`config.mk`:
```
export PLATFORM = sky130hd
export DESIGN_NAME = vend_ctrl
export DESIGN_NICKNAME = d
export VERILOG_FILES = /design/src/rtl/vend_ctrl.sv
export SDC_FILE = /design/constraint.sdc
export NUM_CORES = 1
export LEC_CHECK = 0
export BUFFER_PORTS_ARGS = -buffer_cell sky130_fd_sc_hd__clkbuf_2
export CAP_MARGIN = 20
export CELL_PAD_IN_SITES_DETAIL_PLACEMENT = 0
export CELL_PAD_IN_SITES_GLOBAL_PLACEMENT = 1
export CORE_MARGIN = 8
export CORE_UTILIZATION = 42
export CTS_BUF_LIST = sky130_fd_sc_hd__clkbuf_2
export CTS_CLUSTER_SIZE = 16
export DETAILED_ROUTE_END_ITERATION = 16
export PLACE_DENSITY_LB_ADDON = 0.1
export SLEW_MARGIN = 20
export SYNTH_ARGS = -nofsm -noshare
export SYNTH_HDL_FRONTEND = slang
export SYNTH_SLANG_ARGS = --single-unit
```
`constraint.sdc`:
```
create_clock -name clk -period 2.4 [get_ports clk]
set_clock_uncertainty 0.05 [all_clocks]
set_input_delay 0.48 -clock clk [delete_from_list [all_inputs] [get_ports clk]]
set_output_delay 0.48 -clock clk [all_outputs]
set_load 0.1 [all_outputs]
```
`src/rtl/vend_ctrl.sv`:
```
// ============================================================================
// Module   : vend_ctrl
// Brief    : Coin-operated single-item vending controller. Accumulates
//            nickel/dime/quarter credit in nickel units, pulses open for one
//            cycle per sale and tracks stock. With CHANGE_RETURN_EN defined,
//            excess credit and cancelled credit are paid out as change_nickel
//            pulses; otherwise excess credit carries toward the next item.
// Revision : 1.0 - initial release
// ============================================================================
`default_nettype none

module vend_ctrl #(
    parameter int PRICE_N    = 5,
    parameter int CREDIT_W   = 7,
    parameter int STOCK_W    = 4,
    parameter int STOCK_INIT = 10
) (
    input  logic                clk,
    input  logic                rst,
    input  logic                nickel,
    input  logic                dime,
    input  logic                quarter,
    input  logic                cancel,
    input  logic                restock,
    output logic                open,
    output logic                change_nickel,
    output logic                coin_reject,
    output logic [CREDIT_W-1:0] credit,
    output logic [STOCK_W-1:0]  stock,
    output logic                sold_out
);

    localparam logic [1:0] S_IDLE   = 2'd0;
    localparam logic [1:0] S_ACCUM  = 2'd1;
    localparam logic [1:0] S_VEND   = 2'd2;
    localparam logic [1:0] S_PAYOUT = 2'd3;

`ifdef CHANGE_RETURN_EN
    localparam bit c_CHG_EN = 1'b1;
`else
    localparam bit c_CHG_EN = 1'b0;
`endif

    localparam logic [CREDIT_W-1:0] c_PRICE      = CREDIT_W'(PRICE_N);
    localparam logic [CREDIT_W-1:0] c_CR_ZERO    = '0;
    localparam logic [CREDIT_W-1:0] c_CR_ONE     = CREDIT_W'(1);
    localparam logic [CREDIT_W-1:0] c_CR_NICKEL  = CREDIT_W'(1);
    localparam logic [CREDIT_W-1:0] c_CR_DIME    = CREDIT_W'(2);
    localparam logic [CREDIT_W-1:0] c_CR_QUARTER = CREDIT_W'(5);
    localparam logic [STOCK_W-1:0]  c_STOCK_INIT = STOCK_W'(STOCK_INIT);
    localparam logic [STOCK_W-1:0]  c_STOCK_ONE  = STOCK_W'(1);
    localparam logic [STOCK_W-1:0]  c_STOCK_ZERO = '0;

    logic [1:0]          r_state;
    logic [CREDIT_W-1:0] r_credit;
    logic [STOCK_W-1:0]  r_stock;
    logic                r_reject;

    logic [1:0]          w_coin_cnt;
    logic                w_any_coin;
    logic                w_one_coin;
    logic [CREDIT_W-1:0] w_coin_val;
    logic [CREDIT_W-1:0] w_credit_sum;
    logic [CREDIT_W-1:0] w_remain;
    logic                w_cancel_acc;

    // Classify the coin inputs: only a lone coin is a valid deposit.
    assign w_coin_cnt   = {1'b0, nickel} + {1'b0, dime} + {1'b0, quarter};
    assign w_any_coin   = nickel | dime | quarter;
    assign w_one_coin   = (w_coin_cnt == 2'd1);
    assign w_credit_sum = r_credit + w_coin_val;
    assign w_remain     = r_credit - c_PRICE;
    // Refunds only make sense with credit held and change hardware present.
    assign w_cancel_acc = cancel & c_CHG_EN & (r_state == S_ACCUM);

    // Coin value in nickel units; only meaningful when a single coin is high.
    always_comb begin
        w_coin_val = c_CR_ZERO;
        if (nickel)
            w_coin_val = c_CR_NICKEL;
        else if (dime)
            w_coin_val = c_CR_DIME;
        else if (quarter)
            w_coin_val = c_CR_QUARTER;
    end

    // Main controller: state, credit, stock and the coin-refused pulse.
    always_ff @(posedge clk or posedge rst) begin
        if (rst) begin
            r_state  <= S_IDLE;
            r_credit <= c_CR_ZERO;
            r_stock  <= c_STOCK_INIT;
            r_reject <= 1'b0;
        end else begin
            r_reject <= 1'b0;
            case (r_state)
                S_IDLE, S_ACCUM: begin
                    if (restock)
                        r_stock <= c_STOCK_INIT;
                    if (w_cancel_acc) begin
                        // Cancel wins over a coin arriving in the same cycle.
                        r_reject <= w_any_coin;
                        r_state  <= S_PAYOUT;
                    end else if (w_any_coin) begin
                        // Acceptance looks at stock before any restock lands.
                        if (!w_one_coin || (r_stock == c_STOCK_ZERO)) begin
                            r_reject <= 1'b1;
                        end else begin
                            r_credit <= w_credit_sum;
                            r_state  <= (w_credit_sum >= c_PRICE) ? S_VEND : S_ACCUM;
                        end
                    end
                end
                S_VEND: begin
                    r_reject <= w_any_coin;
                    r_credit <= w_remain;
                    r_stock  <= r_stock - c_STOCK_ONE;
                    if (w_remain == c_CR_ZERO)
                        r_state <= S_IDLE;
                    else if (c_CHG_EN)
                        r_state <= S_PAYOUT;
                    else
                        r_state <= S_ACCUM;
                end
`ifdef CHANGE_RETURN_EN
                S_PAYOUT: begin
                    r_reject <= w_any_coin;
                    if (r_credit <= c_CR_ONE) begin
                        r_credit <= c_CR_ZERO;
                        r_state  <= S_IDLE;
                    end else begin
                        r_credit <= r_credit - c_CR_ONE;
                    end
                end
`endif
                default: begin
                    r_state  <= S_IDLE;
                    r_credit <= c_CR_ZERO;
                end
            endcase
        end
    end

    assign open = (r_state == S_VEND);
`ifdef CHANGE_RETURN_EN
    assign change_nickel = (r_state == S_PAYOUT);
`else
    assign change_nickel = 1'b0;
`endif
    assign coin_reject = r_reject;
    assign credit      = r_credit;
    assign stock       = r_stock;
    assign sold_out    = (r_stock == c_STOCK_ZERO);

endmodule

`default_nettype wire

```
==> flow_metrics.tcl <==
set metrics [dict create \
    synth_flop_cell "dfrtp_1" \
    stdcell_area_sq_um 1390 \
    critPathCaptureType "output port" \
    fin_crit_sh_pct 95.1 \
    hold_path.class "in2async" \
    slowest_delay_ns 0.44 \
    postSynth.asyncResetShare_pct 100 \
    cts_max_level 1 \
    grt_pass1_wl_microns 4750 \
    routabilityCongestion 0.762 \
    clock_path_buffers 2 \
    cp_max_fo 2 \
    tns_ns 0 \
    start_util_pct 43.0 \
    num_io_pins 22 \
    stdcell_count 194 \
    hold_viol_final 0 \
    fmax_mhz 438 \
    cts-root-buf "clkbuf_2" \
    clk_pin_slew_ns 0.17 \
    cp-start-kind "flip-flop" \
    die_w_microns 68.2 \
    crit_family "buffers and inverters" \
    ys_seq_elements 14 \
    placed_cell_area_sq_um 1370 \
    tightest_slew_ns 0.647 \
    syn-cell-area_sq_um 1150 \
    cts_made_buffers 3 \
    firstDrtPassIters 4 \
    via_per_inst 5.41 \
    insertion_delay_ns 0.29 \
    synth_area_per_cell_sq_um 8.68 \
    path_cells "inv_1 -> ha_1 -> or3b_1 -> buf_4 -> clkinvlp_4 -> buf_12" \
    crit_slowest_cell "dfrtp_2" \
    synthDistinctLibCells 46 \
    cts_hold_buf 0 \
    ys_seq_area_share_pct 30.8 \
    final_nets 180 \
    synthTopCellsByArea "dfrtp_1, ha_1, a21oi_1" \
    netlist.area_leader.share_pct 26.2 \
    grt_max_degree 15 \
    fp-row-count 19 \
    dieArea_sq_um 4660 \
    grt_pass1_vias 984 \
    outcome "completed" \
    n_fill_cell 268 \
    antenna_found_initial 0 \
    vias 1049 \
    drt_wl_total_microns 2920 \
    ant_nets 0 \
    grt_usage_pct 13.4 \
    rsz0062_at_grt "false" \
    fp.dieH_microns 68.2 \
    dp.cells 189 \
    num_antenna_cells 0 \
    synth_edf_count 0 \
    grt_overflow_total 0 \
    yosysTopAreaCell "dfrtp_1" \
    worstPathArrival_ns 1.75 \
    worst-path-buf-inv 4 \
    cts_tree "yes" \
    fin_crit_ns 2.28 \
    worstPathRequired_ns 1.87 \
    drc 0 \
    setup-violations-final 0 \
    area_growth_pct 21.6 \
    clock_sinks 14 \
    ys_warn_count 0 \
    timing.setup.critical_path_class "reg2out" \
    drt_iter0_drc 44 \
    numPortBuffers 19 \
    synth_cells 132 \
    max_slew_margin_pct 56.9 \
    max-cap-violations 0 \
    finalMaxSlewViolations 0 \
    core_region_area_sq_um 2660 \
    layout-drive-gt1-share_pct 31.9 \
    syn_nets 148 \
    place_hpwl_microns 2210 \
    route.detailed.wl_per_inst_microns 15.1 \
]
==> routing by layer <==
layer  global-route usage (%)  share of wire, %
met1                     17.6                46
met2                     21.2                48
met3                     2.45               4.1
met4                     5.37               1.6
met5                        0                 0
==> metrics by stage <==
step / hold WS [ns] / setup WS, ns / utilization [%]
5_1_grt: 0.167 / 0.0284 / 52.3
3_5_place_dp: 0.434 / -0.128 / 51.3
6_report: 0.149 / 0.119 / 52.3
2_1_floorplan: 0.318 / -0.0211 / -
4_1_cts: 0.170 / 0.0695 / 52.0
3_3_place_gp: 0.424 / -0.104 / 51.3
==> cells by family (layout without fill, tap and decap cells) <==
kind of cell	after synthesis	after routing	share of synthesized area, %
adder cells (fa/ha/maj)	9	9	11.1
XOR/XNOR	8	8	6.11
AND/OR/NAND/NOR	41	41	20.4
buffers and inverters	22	53	8.95
AO/OA/AOI/OAI	37	37	22.3
other	1	1	0.327
flip-flops	14	14	30.8
==> cell usage in the layout (no fill, tap or decap), types with 3 or more instances in the layout <==
master	instances
o21ai_0	6
dfrtp_1	8
a21oi_1	12
ha_1	7
xnor2_1	5
nor2_1	12
clkbuf_2	20
buf_4	16
nor2b_1	3
nor3_1	3
inv_1	14
o22ai_1	3
nand2b_1	4
dfrtp_2	4
xor2_1	3
nand2_1	3
==> final timing paths <==
| check | cells after the start | endpoint | start | slack [ns] |
|---|---|---|---|---|
| max | 6 | sold_out | stock[0] | 0.12 |
| min | 2 | credit[4] | rst | 0.15 |
| max reg2reg | 7 | credit[1] | stock[0] | 0.26 |
| min reg2reg | 2 | stock[1] | stock[1] | 0.48 |
| max in group asynchronous | 2 | credit[2] | rst | 1.72 |
| min in group clk | 2 | stock[2] | restock | 0.30 |
==> final cells by class <==
cell class	count	area, sq um	area share (%)
flip-flops and latches	14	358	25.7
well taps	31	38.8	2.78
clock buffers	3	15.0	1.08
multi-input cells	96	693	49.7
clock inverters	1	3.75	0.269
repair buffers	34	225	16.2
inverters	15	60.1	4.31
==> Yosys cell counts, drive strengths merged, types with 2 or more instances <==
| library cell | instances |
|---|---|
| and3 | 2 |
| or2 | 2 |
| or3 | 3 |
| fa | 2 |
| o22ai | 3 |
| clkbuf | 2 |
| nor4 | 3 |
| xor2 | 3 |
| dfrtp | 12 |
| nor2b | 4 |
| nand2 | 4 |
| o21ai | 6 |
| nor3 | 3 |
| nor2 | 12 |
| dfstp | 2 |
| inv | 15 |
| buf | 5 |
| a21oi | 12 |
| nand2b | 4 |
| o21a | 2 |
| ha | 7 |
| xnor2 | 5 |
==> sequential cells by signal, summed over array words and instances, names as in the netlist <==
register and cells:
coin_reject 1, credit 7, r_state 2, stock 4
==> repair_timing <==
action	in CTS	in global routing
setup buffers	0	1
setup endpoints to repair	0	3
gates resized for setup	0	1
Power is left out: the tool's default activity adds up to more than one toggle a clock period on the data nets, which glitch-free logic cannot reach.
